**src/rtl/bfloat_div_seq.sv**
```systemverilog
// Iterative bfloat16 divider c = a / b: restoring divider, one quotient bit per cycle, round to nearest-even.
// Optional BF_DIV_FLAGS_EN adds flags[3:0] = {invalid, divzero, overflow, underflow}.
`timescale 1ns/1ps
module bfloat_div_seq #(
  parameter int QBITS = 9
) (
  input  logic        clk,
  input  logic        rst,
  input  logic        in_valid,
  output logic        in_ready,
  input  logic [15:0] a,
  input  logic [15:0] b,
  output logic        out_valid,
  input  logic        out_ready,
  output logic [15:0] c,
  output logic        busy
`ifdef BF_DIV_FLAGS_EN
  ,
  output logic [3:0]  flags
`endif
);

  typedef enum logic [2:0] {IDLE, PREP, DIV, ROUND, DONE} state_t;

  state_t state, state_nxt;

  logic [15:0]       a_r, b_r;
  logic signed [9:0] exp_r;
  logic [9:0]        rem_r;
  logic [QBITS-1:0]  q_r;
  logic [7:0]        mb_r;
  logic [3:0]        cnt_r;

  logic [7:0] a_exp, b_exp;
  logic [6:0] a_man, b_man;
  logic       a_zero, b_zero, a_inf, b_inf, a_nan, b_nan;
  logic       res_sign, is_special, special_nan, special_inf, div_zero;
  logic [15:0] special_val;
  logic [7:0] ma, mb;
  logic signed [9:0] exp_base;

  logic       rem_ge;
  logic [9:0] rem_sub, rem_next;

  logic       round_up;
  logic [8:0] sig_rnd;
  logic       carry;
  logic [6:0] man_rnd;
  logic signed [9:0] exp_rnd;
  logic       ovf, unf;
  logic [15:0] round_val;

  assign in_ready = (state == IDLE);
  assign busy     = (state != IDLE);

  // Operand classification; subnormals share exponent 0 and are treated as zero.
  assign a_exp  = a_r[14:7];
  assign b_exp  = b_r[14:7];
  assign a_man  = a_r[6:0];
  assign b_man  = b_r[6:0];
  assign a_zero = (a_exp == 8'h00);
  assign b_zero = (b_exp == 8'h00);
  assign a_inf  = (a_exp == 8'hFF) && (a_man == 7'h00);
  assign b_inf  = (b_exp == 8'hFF) && (b_man == 7'h00);
  assign a_nan  = (a_exp == 8'hFF) && (a_man != 7'h00);
  assign b_nan  = (b_exp == 8'hFF) && (b_man != 7'h00);

  assign res_sign    = a_r[15] ^ b_r[15];
  assign is_special  = a_zero | b_zero | a_inf | b_inf | a_nan | b_nan;
  assign special_nan = a_nan | b_nan | (a_zero & b_zero) | (a_inf & b_inf);
  assign special_inf = a_inf | b_zero;
  assign div_zero    = b_zero & ~a_zero & ~a_nan;

  assign special_val = special_nan ? 16'hFFFF :
                       special_inf ? {res_sign, 8'hFF, 7'h00} :
                                     {res_sign, 15'h0000};

  assign ma       = {1'b1, a_man};
  assign mb       = {1'b1, b_man};
  assign exp_base = $signed({2'b00, a_exp}) - $signed({2'b00, b_exp}) + 10'sd127;

  assign rem_ge   = (rem_r >= {2'b00, mb_r});
  assign rem_sub  = rem_ge ? (rem_r - {2'b00, mb_r}) : rem_r;
  assign rem_next = rem_sub << 1;

  // q_r holds 1.7 significand plus guard; a carry to 2.0 renormalises right by one.
  assign round_up  = q_r[0] & ((rem_r != 10'd0) | q_r[1]);
  assign sig_rnd   = {1'b0, q_r[QBITS-1:1]} + {8'd0, round_up};
  assign carry     = sig_rnd[8];
  assign man_rnd   = carry ? sig_rnd[7:1] : sig_rnd[6:0];
  assign exp_rnd   = exp_r + $signed({9'd0, carry});
  assign ovf       = (exp_rnd >= 10'sd255);
  assign unf       = (exp_rnd <= 10'sd0);
  assign round_val = ovf ? {res_sign, 8'hFF, 7'h00} :
                     unf ? {res_sign, 15'h0000} :
                           {res_sign, exp_rnd[7:0], man_rnd};

  always_ff @(posedge clk) begin
    if (rst) state <= IDLE;
    else     state <= state_nxt;
  end

  always_comb begin
    state_nxt = state;
    case (state)
      IDLE:    if (in_valid) state_nxt = PREP;
      PREP:    state_nxt = is_special ? DONE : DIV;
      DIV:     if (cnt_r == 4'd0) state_nxt = ROUND;
      ROUND:   state_nxt = DONE;
      DONE:    if (out_ready) state_nxt = IDLE;
      default: state_nxt = IDLE;
    endcase
  end

  // Datapath registers; the result is only ever loaded on entry to DONE.
  always_ff @(posedge clk) begin
    if (rst) begin
      a_r       <= 16'h0000;
      b_r       <= 16'h0000;
      exp_r     <= 10'sd0;
      rem_r     <= 10'd0;
      q_r       <= '0;
      mb_r      <= 8'd0;
      cnt_r     <= 4'd0;
      c         <= 16'h0000;
      out_valid <= 1'b0;
    end else begin
      case (state)
        IDLE: begin
          if (in_valid) begin
            a_r <= a;
            b_r <= b;
          end
        end
        PREP: begin
          if (is_special) begin
            c         <= special_val;
            out_valid <= 1'b1;
          end else begin
            // Pre-scale so the quotient lands in [1,2).
            if (ma < mb) begin
              rem_r <= {1'b0, ma, 1'b0};
              exp_r <= exp_base - 10'sd1;
            end else begin
              rem_r <= {2'b00, ma};
              exp_r <= exp_base;
            end
            mb_r  <= mb;
            q_r   <= '0;
            cnt_r <= 4'(QBITS - 1);
          end
        end
        DIV: begin
          rem_r <= rem_next;
          q_r   <= {q_r[QBITS-2:0], rem_ge};
          cnt_r <= cnt_r - 4'd1;
        end
        ROUND: begin
          c         <= round_val;
          out_valid <= 1'b1;
        end
        DONE: begin
          if (out_ready) out_valid <= 1'b0;
        end
        default: ;
      endcase
    end
  end

`ifdef BF_DIV_FLAGS_EN
  always_ff @(posedge clk) begin
    if (rst) begin
      flags <= 4'b0000;
    end else if (state == PREP && is_special) begin
      flags <= {special_nan, div_zero, 2'b00};
    end else if (state == ROUND) begin
      flags <= {1'b0, 1'b0, ovf, unf & ~ovf};
    end
  end
`endif

endmodule

```
**config.mk**
```make
export PLATFORM = sky130hd
export DESIGN_NAME = bfloat_div_seq
export DESIGN_NICKNAME = d
export VERILOG_FILES = /design/src/rtl/bfloat_div_seq.sv
export SDC_FILE = /design/constraint.sdc
export NUM_CORES = 1
export LEC_CHECK = 0
export ABC_CLOCK_PERIOD_IN_PS = 3700
export CORE_UTILIZATION = 60
export CTS_CLUSTER_SIZE = 25
export DETAILED_ROUTE_END_ITERATION = 7
export DONT_BUFFER_PORTS = 1
export PLACE_DENSITY = 0.76
export SYNTH_ARGS = -nofsm -noshare
export SYNTH_HDL_FRONTEND = slang
export SYNTH_SLANG_ARGS = --single-unit
```
**constraint.sdc**
```tcl
create_clock -name clk -period 3.7 [get_ports clk]
set_clock_uncertainty 0.05 [all_clocks]
set_input_delay 0.74 -clock clk [delete_from_list [all_inputs] [get_ports clk]]
set_output_delay 0.74 -clock clk [all_outputs]
set_load 0.05 [all_outputs]
```
# ---- Word-level counts from Yosys, hierarchy flattened
# Cells that the tools add are included.
dict set report totals {
  register_bits 93
  input_bits 36
  output_inout_bits 19
  elab_cells 94
}
dict set report classes {
  n_addsub 7
  magnitude_cmp 4
  eq_ne 11
  mux 24
  bitwise_logic 15
  reduce_logical 23
}
# op n
set op_table {}
lappend op_table {{two-way mux 15 bit} 3}
lappend op_table {{two-way mux 16 bit} 2}
lappend op_table {{one-hot mux 16 bit (2 select lines)} 1}
lappend op_table {{two-way mux 9 bit} 3}
lappend op_table {{two-way mux 10 bit} 2}
lappend op_table {{one-hot mux 10 bit (2 select lines)} 1}
lappend op_table {{one-hot mux 9 bit (2 select lines)} 1}
lappend op_table {{equality test 8 bit (second input constant)} 2}
lappend op_table {{logical NOT 8 bit} 2}
lappend op_table {{one-hot mux 3 bit (5 select lines)} 1}
lappend op_table {{logical NOT 7 bit} 2}
lappend op_table {{nonzero test 7 bit} 2}
lappend op_table {{two-way mux 3 bit} 4}
lappend op_table {{adder 10 x 2 -> 10 bit} 1}
lappend op_table {{adder 9 x 8 -> 10 bit (second input constant)} 1}
lappend op_table {{>= comparator 10 x 8 -> 1 bit} 1}
lappend op_table {{>= comparator 10 x 9 -> 1 bit (second input constant)} 1}
lappend op_table {{less-or-equal comparator 10 x 1 -> 1 bit (second input constant)} 1}
lappend op_table {{!= test 2 bit (second input constant)} 5}
lappend op_table {{bitwise OR 1 bit} 10}
lappend op_table {{nonzero test 10 bit} 1}
lappend op_table {{subtractor 10 x 2 -> 10 bit (second input constant)} 1}
lappend op_table {{adder 8 x 1 -> 9 bit} 1}
lappend op_table {{subtractor 8 x 8 -> 9 bit} 1}
lappend op_table {{21 further kinds} 34}

# ---- Depth between registers and ports, before layout
# Gate-level depths: netlist of run 1.
dict set report depth {
  word_depth 9
  depth_mapped 16
  mapped_depth_nobuf 16
}

# ---- Least setup slack after synthesis of run 1
# OpenSTA, ideal clock, no wires.
dict set report synth_path {
  path_type {reg-to-reg}
  start {reg q_r[1]}
  end {reg c[14]}
  setup_time_ns 0.078
  arrival_ns 3.117
  t_required_ns 3.572
  setup_slack_ns 0.454
  path_stages_with_launch 17
  path_buffers 0
  period_less_slack_ns 3.246
  path_cell_list {dfxtp_1 > and2_1 > ha_1 > and3_1 > and3_1 > nand3_1 > inv_1 > ha_1 > ha_1 > and2_1 > nand4_1 > xor2_1 > a2111oi_4 > o21ai_1 > a21o_1 > o311a_1 > nor3_1}
}
dict set report synth_via {
  elab_chain_len 8
  word_cells_on_any_way 9
  classes_between {add/sub (2); order compare (2); mux (3); bitwise (2)}
}
# item line_no
set synth_lines {}
lappend synth_lines {{start: declaration} 30} ;# logic [QBITS-1:0] q_r;
lappend synth_lines {{start signal: assignment} 155} ;# q_r <= {q_r[QBITS-2:0], rem_ge};
lappend synth_lines {{bitwise OR 1 bit} 87} ;# assign round_up = q_r[0] & ((rem_r != 10'd0) | q_r[1]);
lappend synth_lines {{bitwise AND 1 bit} 87}
lappend synth_lines {{adder 8 x 1 -> 9 bit *} 88} ;# assign sig_rnd = {1'b0, q_r[QBITS-1:1]} + {8'd0, round_up};
lappend synth_lines {{adder 10 x 2 -> 10 bit *} 91} ;# assign exp_rnd = exp_r + $signed({9'd0, carry});
lappend synth_lines {{less-or-equal comparator 10 x 1 -> 1 bit} 93} ;# assign unf = (exp_rnd <= 10'sd0);
lappend synth_lines {{two-way mux 15 bit} 95} ;# unf ? {res_sign, 15'h0000} :
lappend synth_lines {{two-way mux 15 bit *} 94} ;# assign round_val = ovf ? {res_sign, 8'hFF, 7'h00} :
lappend synth_lines {{one-hot mux 16 bit (2 select lines) *} 128} ;# case (state)
lappend synth_lines {{end signal: assignment} 137} ;# c <= special_val;
lappend synth_lines {{end signal: assignment} 159} ;# c <= round_val;
lappend synth_lines {{end: declaration} 15} ;# output logic [15:0] c,
# Mark *: on every way between the ends. The rest lies on a longest branch, timed or not.
# A chain may end at the register's enable or synchronous reset.

# ---- Worst setup path after layout of run 1
dict set report layout_path {
  start {reg q_r[1]}
  end {reg c[6]}
}
dict set report layout_via {
  elab_chain_len 8
  word_cells_on_any_way 10
  classes_between {add/sub (2); order compare (2); mux (4); bitwise (2)}
}
# item line_no
set layout_lines {}
lappend layout_lines {{bitwise OR 1 bit} 87}
lappend layout_lines {{bitwise AND 1 bit} 87}
lappend layout_lines {{adder 8 x 1 -> 9 bit *} 88}
lappend layout_lines {{adder 10 x 2 -> 10 bit} 91}
lappend layout_lines {{less-or-equal comparator 10 x 1 -> 1 bit} 93}
lappend layout_lines {{two-way mux 15 bit} 95}
lappend layout_lines {{two-way mux 15 bit *} 94}
lappend layout_lines {{one-hot mux 16 bit (2 select lines) *} 128}
# Marked as above.

==> run_results.csv, run 1 <==
group,metric,value,unit
yosys,synth_top_area_share,33.6,%
yosys,synth_ff_type,"dfxtp_1",
sta,slew_viol_final,0,
run,cap_violations,0,
detailed_routing,drt_wl_total,11900,um
yosys,yosys_register_bits,93,
yosys,synth_area_per_cell,7.80,um2
clock_tree,cts.clk_slew.worst_paths,0.10,ns
critical_path,crit_fanout,5,
floorplanning,die-area,9640,um2
worst_hold_path,hold_depth,1,
yosys,yosysWarningCount,0,
cells_and_area,syn_to_final_growth,4.69,%
critical_path,rrSetupSlack,0.20,ns
critical_path,endpoint_kind,"flip-flop",
yosys,synth_area_leader_cell,"dfxtp_1",
cells_and_area,antenna_cells,0,
critical_path,timing.rr.start,"q_r[1]$_SDFFE_PP0P_",
placement,place_hpwl,8630,um
sta,relSlewSlack,28.4,%
power,vdd_ir_drop_max,0.000238,V
yosys,synth_edf_count,0,
detailed_routing,antenna_left,0,
clock_tree,cts_root_buf,"clkbuf_8",
worst_hold_path,hp-class,"in2reg",
cells_and_area,final_cell_mix,"130 x nand2_1, 91 x dfxtp_1, 74 x a21oi_1, 61 x nor2_1, 36 x inv_1",
grt,overflow,0,
grt,antenna_found_initial,0,
power,powerDensity,494,nW/um2
sta,period_needed,3.50,ns
floorplanning,row_count,34,
floorplanning,initial_core_util,62.7,%
worst_hold_path,hold_path_startpoint,"rst",
detailed_routing,route.detailed.drc,6,
floorplanning,die_h,98.2,um
worst_hold_path,whs_endpoint,"c[11]$_SDFFE_PP0P_",
sta,worstMarginPinSlew,1.07,ns
power,combPwrFrac,34.1,%
cells_and_area,drive_above_1_share,8.48,%
grt,grt_pass1_vias,4418,
yosys,yosys-top-cells-area,"dfxtp_1 34%, nand2_1 8.8%, a21oi_1 6.7%",
floorplanning,coreArea,8850,um2
cells_and_area,regArea,1860,um2
clock_tree,clock_sinks,93,
yosys,syn_nets,778,
placement,post-place-ws,0.0378,ns
sta,period_share,94.6,%
clock_tree,cts_hold_buf,0,
power,power.leakage,0.00212,uW
critical_path,cp-start-kind,"flip-flop",
critical_path,critical_path_arrival,3.72,ns
grt,grt_pass1_wl,20100,um
clock_tree,clk_latency,0.36,ns
yosys,async_flop_share,0,%
cells_and_area,multi_input_area,3430,um2
sta,fin_ws,0.199,ns
run_status,violations,"design-rule violations",
grt,grtUsageTotal,25.4,%
clock_tree,cts_inserted_buffers,9,
detailed_routing,dr_total_vias,4729,
power,seqPwrFrac,43.5,%
power,clkPwrFrac,22.4,%
power,p_int,1760,uW
sta,fmax,0.286,GHz
cells_and_area,num-fill-cells,786,
clock_tree,cts_tree,"done",
sta,whs,0.395,ns
cells_and_area,final_common_cell,"nand2_1",
yosys,syn-cell-area,5550,um2
power,power_switching,1110,uW
placement,port_buffers,0,
yosys,ys_types,68,
floorplanning,ioPinCount,55,
yosys,yosysSeqAreaShare,33.6,%
cells_and_area,nets,758,
grt,grt_max_degree,95,
run_status,outcome,"complete, but fails checks",
critical_path,ff2ff_path_depth,14,
power,power,2870,uW
detailed_routing,drt-pass1-iter-count,7,
power,switching_share,38.8,%
sta,hold_viol,0,
critical_path,critPathRequiredTime,3.91,ns
yosys,synth_cells,711,
critical_path,path_class,"reg2reg",
floorplanning,die_x,98.2,um
detailed_routing,first_iter_violations,232,
clock_tree,h-tree-depth,3,
placement,gp_congestion,0.866,
critical_path,r2r_end,"c[6]$_SDFFE_PP0P_",
sta,setup_viol,0,
clock_tree,cts_buffer_depth,2,
detailed_routing,wl_per_cell,14.8,um
detailed_routing,via_per_inst,5.88,
==> state kept, by name, indices dropped and copies added, names as in the netlist, 3 cells and up <==
name   cells
q_r        9
c         16
cnt_r      4
a_r       16
state      3
b_r       16
rem_r     10
exp_r     10
mb_r       8
==> power groups by stage <==
stage	clock (uW)	combinational, uW	sequential (uW)
after global placement	0	938	1270
final	643	978	1250
after detailed placement	0	970	1270
after CTS	649	974	1250
after floorplan	0	837	1230
after global routing	697	1080	1260
==> metal layers <==
metal  vias to the layer above  track usage, %  wire, um
met5                         -               0         0
met4                         0            9.30       226
met3                        19            3.58       553
met2                       123            43.5      5570
met1                      2168            32.5      5560
li1                       2419               -         -
==> how the worst max path moves through the flow <==
stage	from	to	slack, ns	cells past startpoint
after global routing	q_r[1]$_SDFFE_PP0P_	c[6]$_SDFFE_PP0P_	-0.01	14
after global placement	q_r[1]$_SDFFE_PP0P_	c[14]$_SDFFE_PP0P_	0.16	16
final	q_r[1]$_SDFFE_PP0P_	c[6]$_SDFFE_PP0P_	0.20	14
after CTS	q_r[1]$_SDFFE_PP0P_	c[14]$_SDFFE_PP0P_	0.01	16
after floorplan	q_r[1]$_SDFFE_PP0P_	c[14]$_SDFFE_PP0P_	0.45	16
after detailed placement	q_r[1]$_SDFFE_PP0P_	c[12]$_SDFFE_PP0P_	0.04	15
==> synth_stat cells (all sizes together), types with 6 or more instances <==
cell type and n:
nand2 132, dfxtp 93, a21oi 74, nor2 61, inv 37, ha 29, clkbuf 28, xnor2 27
nand3 24, nor3 20, o21ai 19, xor2 13, mux2i 12, nand4 11, nor4 11, a31oi 10
buf 10, a21o 9, a211oi 8, a311oi 8, and2 8, and3 6
==> per-stage QoR <==
stage / std cells / utilization (%) / setup TNS (ns) / cell area, um2
finish: 804 / 65.7 / 0 / 5810
global route: 804 / 65.7 / -0.0137 / 5810
CTS: 803 / 65.1 / 0 / 5760
detailed placement: 787 / 63.0 / 0 / 5570
global placement: 787 / 63.0 / 0 / 5570
floorplan: 711 / - / 0 / 5550
==> worst max-delay path, stage by stage (launching register included) <==
cell	delay [ns]
dfxtp_2	0.37
and2_1	0.16
ha_1	0.18
and3_1	0.20
and3_4	0.21
nand3_2	0.12
inv_2	0.10
ha_2	0.24
nand3_2	0.13
or4_4	0.45
xnor2_2	0.20
nand3_2	0.13
nor4b_4	0.41
o211ai_1	0.15
a311oi_1	0.32
==> what timing repair did <==
item / CTS / global route
setup buffers: 0 / 1
gates resized for setup: 0 / 12
setup endpoints to repair: 0 / 15
==> cells by family after synthesis <==
logic type	synth area share (%)
AO/OA/AOI/OAI	18.3
flip-flops	33.6
adder cells (fa/ha/maj)	7.26
multiplexers	2.16
XOR/XNOR	6.79
buffers and inverters	5.55
AND/OR/NAND/NOR	26.4
==> final cells by class <==
type | instances | share of cell area, %
Sequential cell | 93 | 32.1
Multi-Input combinational cell | 543 | 59.1
Tap cell | 108 | 2.33
Timing Repair Buffer | 7 | 0.905
Clock inverter | 5 | 0.732
Inverter | 37 | 2.39
Clock buffer | 11 | 2.43
Note: power is estimated with default switching activity, not from simulation.
==> inputs of run 2 (changes only) <==
--- a/config.mk
+++ b/config.mk
@@ -6,11 +6,10 @@
 export NUM_CORES = 1
 export LEC_CHECK = 0
 export ABC_CLOCK_PERIOD_IN_PS = 3700
-export CORE_UTILIZATION = 60
+export CORE_UTILIZATION = 37
 export CTS_CLUSTER_SIZE = 25
 export DETAILED_ROUTE_END_ITERATION = 7
 export DONT_BUFFER_PORTS = 1
-export PLACE_DENSITY = 0.76
 export SYNTH_ARGS = -nofsm -noshare
 export SYNTH_HDL_FRONTEND = slang
 export SYNTH_SLANG_ARGS = --single-unit
==> run 2 against run 1 <==
Effect of this change:
- the flow now finishes without violations
- routed wire length rose by 6.1%
- register-to-register slack improved by 0.07 ns
- worst hold slack improved by 0.0093 ns
- count of clock-buffer cells in the layout rose by 2
- sequential cell count did not move
- cell count rose by 9.5%
- clock power rose by 35%
- critical endpoint unchanged
- highest routed layer unchanged
==> run_results.csv, run 2 (synthesis results as in run 1) <==
group,metric,value,unit
cells_and_area,num-fill-cells,1490,
power,power.leakage,0.00217,uW
detailed_routing,dr_total_vias,4642,
placement,place_hpwl,9280,um
critical_path,critical_path_arrival,3.64,ns
sta,period_share,92.8,%
power,switching_share,36.2,%
power,power_switching,1120,uW
clock_tree,h-tree-depth,3,
critical_path,endpoint_kind,"flip-flop",
grt,grt_pass1_wl,21500,um
clock_tree,clk_latency,0.35,ns
floorplanning,die-area,15500,um2
cells_and_area,instances_no_fill,880,
placement,post-place-ws,0.0260,ns
run_status,outcome,"complete, no violations",
clock_tree,cts.clk_slew.worst_paths,0.06,ns
clock_tree,cts_root_buf,"clkbuf_16",
cells_and_area,antenna_cells,0,
detailed_routing,drt-pass1-iter-count,5,
cells_and_area,reg.largest.list,"a_r (16), b_r (16), c (16)",
critical_path,path_class,"reg2reg",
sta,setup_viol,0,
sta,period_needed,3.43,ns
cells_and_area,final_common_cell,"nand2_1",
floorplanning,die_h,124,um
floorplanning,ioPinCount,55,
power,clkPwrFrac,27.9,%
sta,relSlewSlack,21.6,%
clock_tree,cts_hold_buf,0,
critical_path,timing.rr.start,"q_r[1]$_SDFFE_PP0P_",
floorplanning,die_x,124,um
sta,fmax,0.291,GHz
clock_tree,cts_tree,"done",
cells_and_area,syn_to_final_growth,8.34,%
power,combPwrFrac,31.7,%
detailed_routing,first_iter_violations,200,
critical_path,crit_fanout,5,
detailed_routing,via_per_inst,5.28,
run,cap_violations,0,
cells_and_area,final_cell_mix,"130 x nand2_1, 91 x dfxtp_1, 74 x a21oi_1, 61 x nor2_1, 36 x inv_1",
clock_tree,cts_buffer_depth,2,
floorplanning,coreArea,14600,um2
grt,grtUsageTotal,16.9,%
placement,dp.cells,865,
grt,grt_max_degree,95,
clock_tree,cts_inserted_buffers,9,
power,p_int,1980,uW
cells_and_area,drive_above_1_share,8.33,%
floorplanning,row_count,44,
detailed_routing,drt_wl_total,12600,um
grt,antenna_found_initial,0,
worst_hold_path,hold_path_startpoint,"mb_r[2]$_SDFFE_PP0P_",
clock_tree,clock_sinks,93,
sta,fin_ws,0.266,ns
detailed_routing,wl_per_cell,14.4,um
worst_hold_path,hp-class,"reg2reg",
sta,worstMarginPinSlew,1.18,ns
critical_path,critPathRequiredTime,3.91,ns
detailed_routing,route.detailed.drc,0,
grt,grt_pass1_vias,4533,
placement,port_buffers,0,
floorplanning,initial_core_util,38.0,%
placement,gp_congestion,0.834,
critical_path,cp-start-kind,"flip-flop",
sta,rsz0062_at_grt,"no",
sta,slew_viol_final,0,
grt,overflow,0,
sta,whs,0.404,ns
critical_path,crit_start,"q_r[1]$_SDFFE_PP0P_",
detailed_routing,antenna_left,0,
sta,final.setup.tns,0,ns
power,seqPwrFrac,40.4,%
sta,hold_viol,0,
power,powerDensity,516,nW/um2
power,vdd_ir_drop_max,0.000250,V
cells_and_area,nets,760,
[run 2: power by group through the flow]
stage | Sequential [uW] | Combinational [uW] | Clock (uW)
2_1_floorplan | 1230 | 837 | 0
3_3_place_gp | 1270 | 954 | 0
3_5_place_dp | 1270 | 983 | 0
4_1_cts | 1250 | 986 | 889
5_1_grt | 1270 | 1100 | 924
6_report | 1250 | 984 | 865
[run 2: stage by stage]
step / cell area [um2] / util (%) / power, uW
3_5_place_dp: 5680 / 39.0 / 2260
3_3_place_gp: 5680 / 39.0 / 2220
6_report: 6010 / 41.2 / 3100
4_1_cts: 5950 / 40.8 / 3130
2_1_floorplan: 5550 / - / 2070
5_1_grt: 6010 / 41.2 / 3290
[run 2: per-layer routing]
metal / up-vias / global-route usage, % / share of wire [%]
li1: 2416 / - / -
met4: 0 / 5.03 / 1.2
met1: 2105 / 22.8 / 50
met2: 109 / 26.4 / 44
met5: - / 0 / 0
met3: 12 / 4.21 / 4.9
[run 2: critical path: stages, from the launching register on]
cell and delay, ns:
dfxtp_2 0.35, and2_1 0.15, ha_1 0.18, and3_1 0.19, and3_1 0.22, nand3_2 0.14
inv_2 0.11, ha_2 0.23, nand3_2 0.13, or4_4 0.48, xnor2_4 0.18, nand3_2 0.13
nor4b_4 0.37, o211ai_1 0.14, a311oi_1 0.28
[run 2: timing repair]
action | 4_1_cts | 5_1_grt
buffers inserted | 0 | 1
setup endpoints to repair | 0 | 15
resized for setup | 0 | 13
[run 2: worst paths after layout]
kind,slack (ns),cells after the start,to
setup reg to reg,0.27,14,c[6]$_SDFFE_PP0P_
hold reg to reg,0.40,2,mb_r[2]$_SDFFE_PP0P_
setup / recovery,0.27,14,c[6]$_SDFFE_PP0P_
hold / removal,0.40,2,mb_r[2]$_SDFFE_PP0P_
[run 2: final cells by class]
type | instances | area [um2] | area share, %
Clock buffer | 13 | 260 | 4.33
Clock inverter | 1 | 7.51 | 0.125
Tap cell | 184 | 230 | 3.83
Sequential cell | 93 | 1860 | 31.0
Multi-Input combinational cell | 543 | 3440 | 57.3
Timing Repair Buffer | 9 | 67.6 | 1.12
Inverter | 37 | 139 | 2.31
==> inputs of run 3 (changes only) <==
--- a/config.mk
+++ b/config.mk
@@ -10,6 +10,8 @@
 export CTS_CLUSTER_SIZE = 25
 export DETAILED_ROUTE_END_ITERATION = 7
 export DONT_BUFFER_PORTS = 1
+export HOLD_SLACK_MARGIN = 0.08
 export SYNTH_ARGS = -nofsm -noshare
 export SYNTH_HDL_FRONTEND = slang
 export SYNTH_SLANG_ARGS = --single-unit
+export TNS_END_PERCENT = 50
==> results of run 3 <==
Final layout, timing and power as in run 2 (identical DEF).
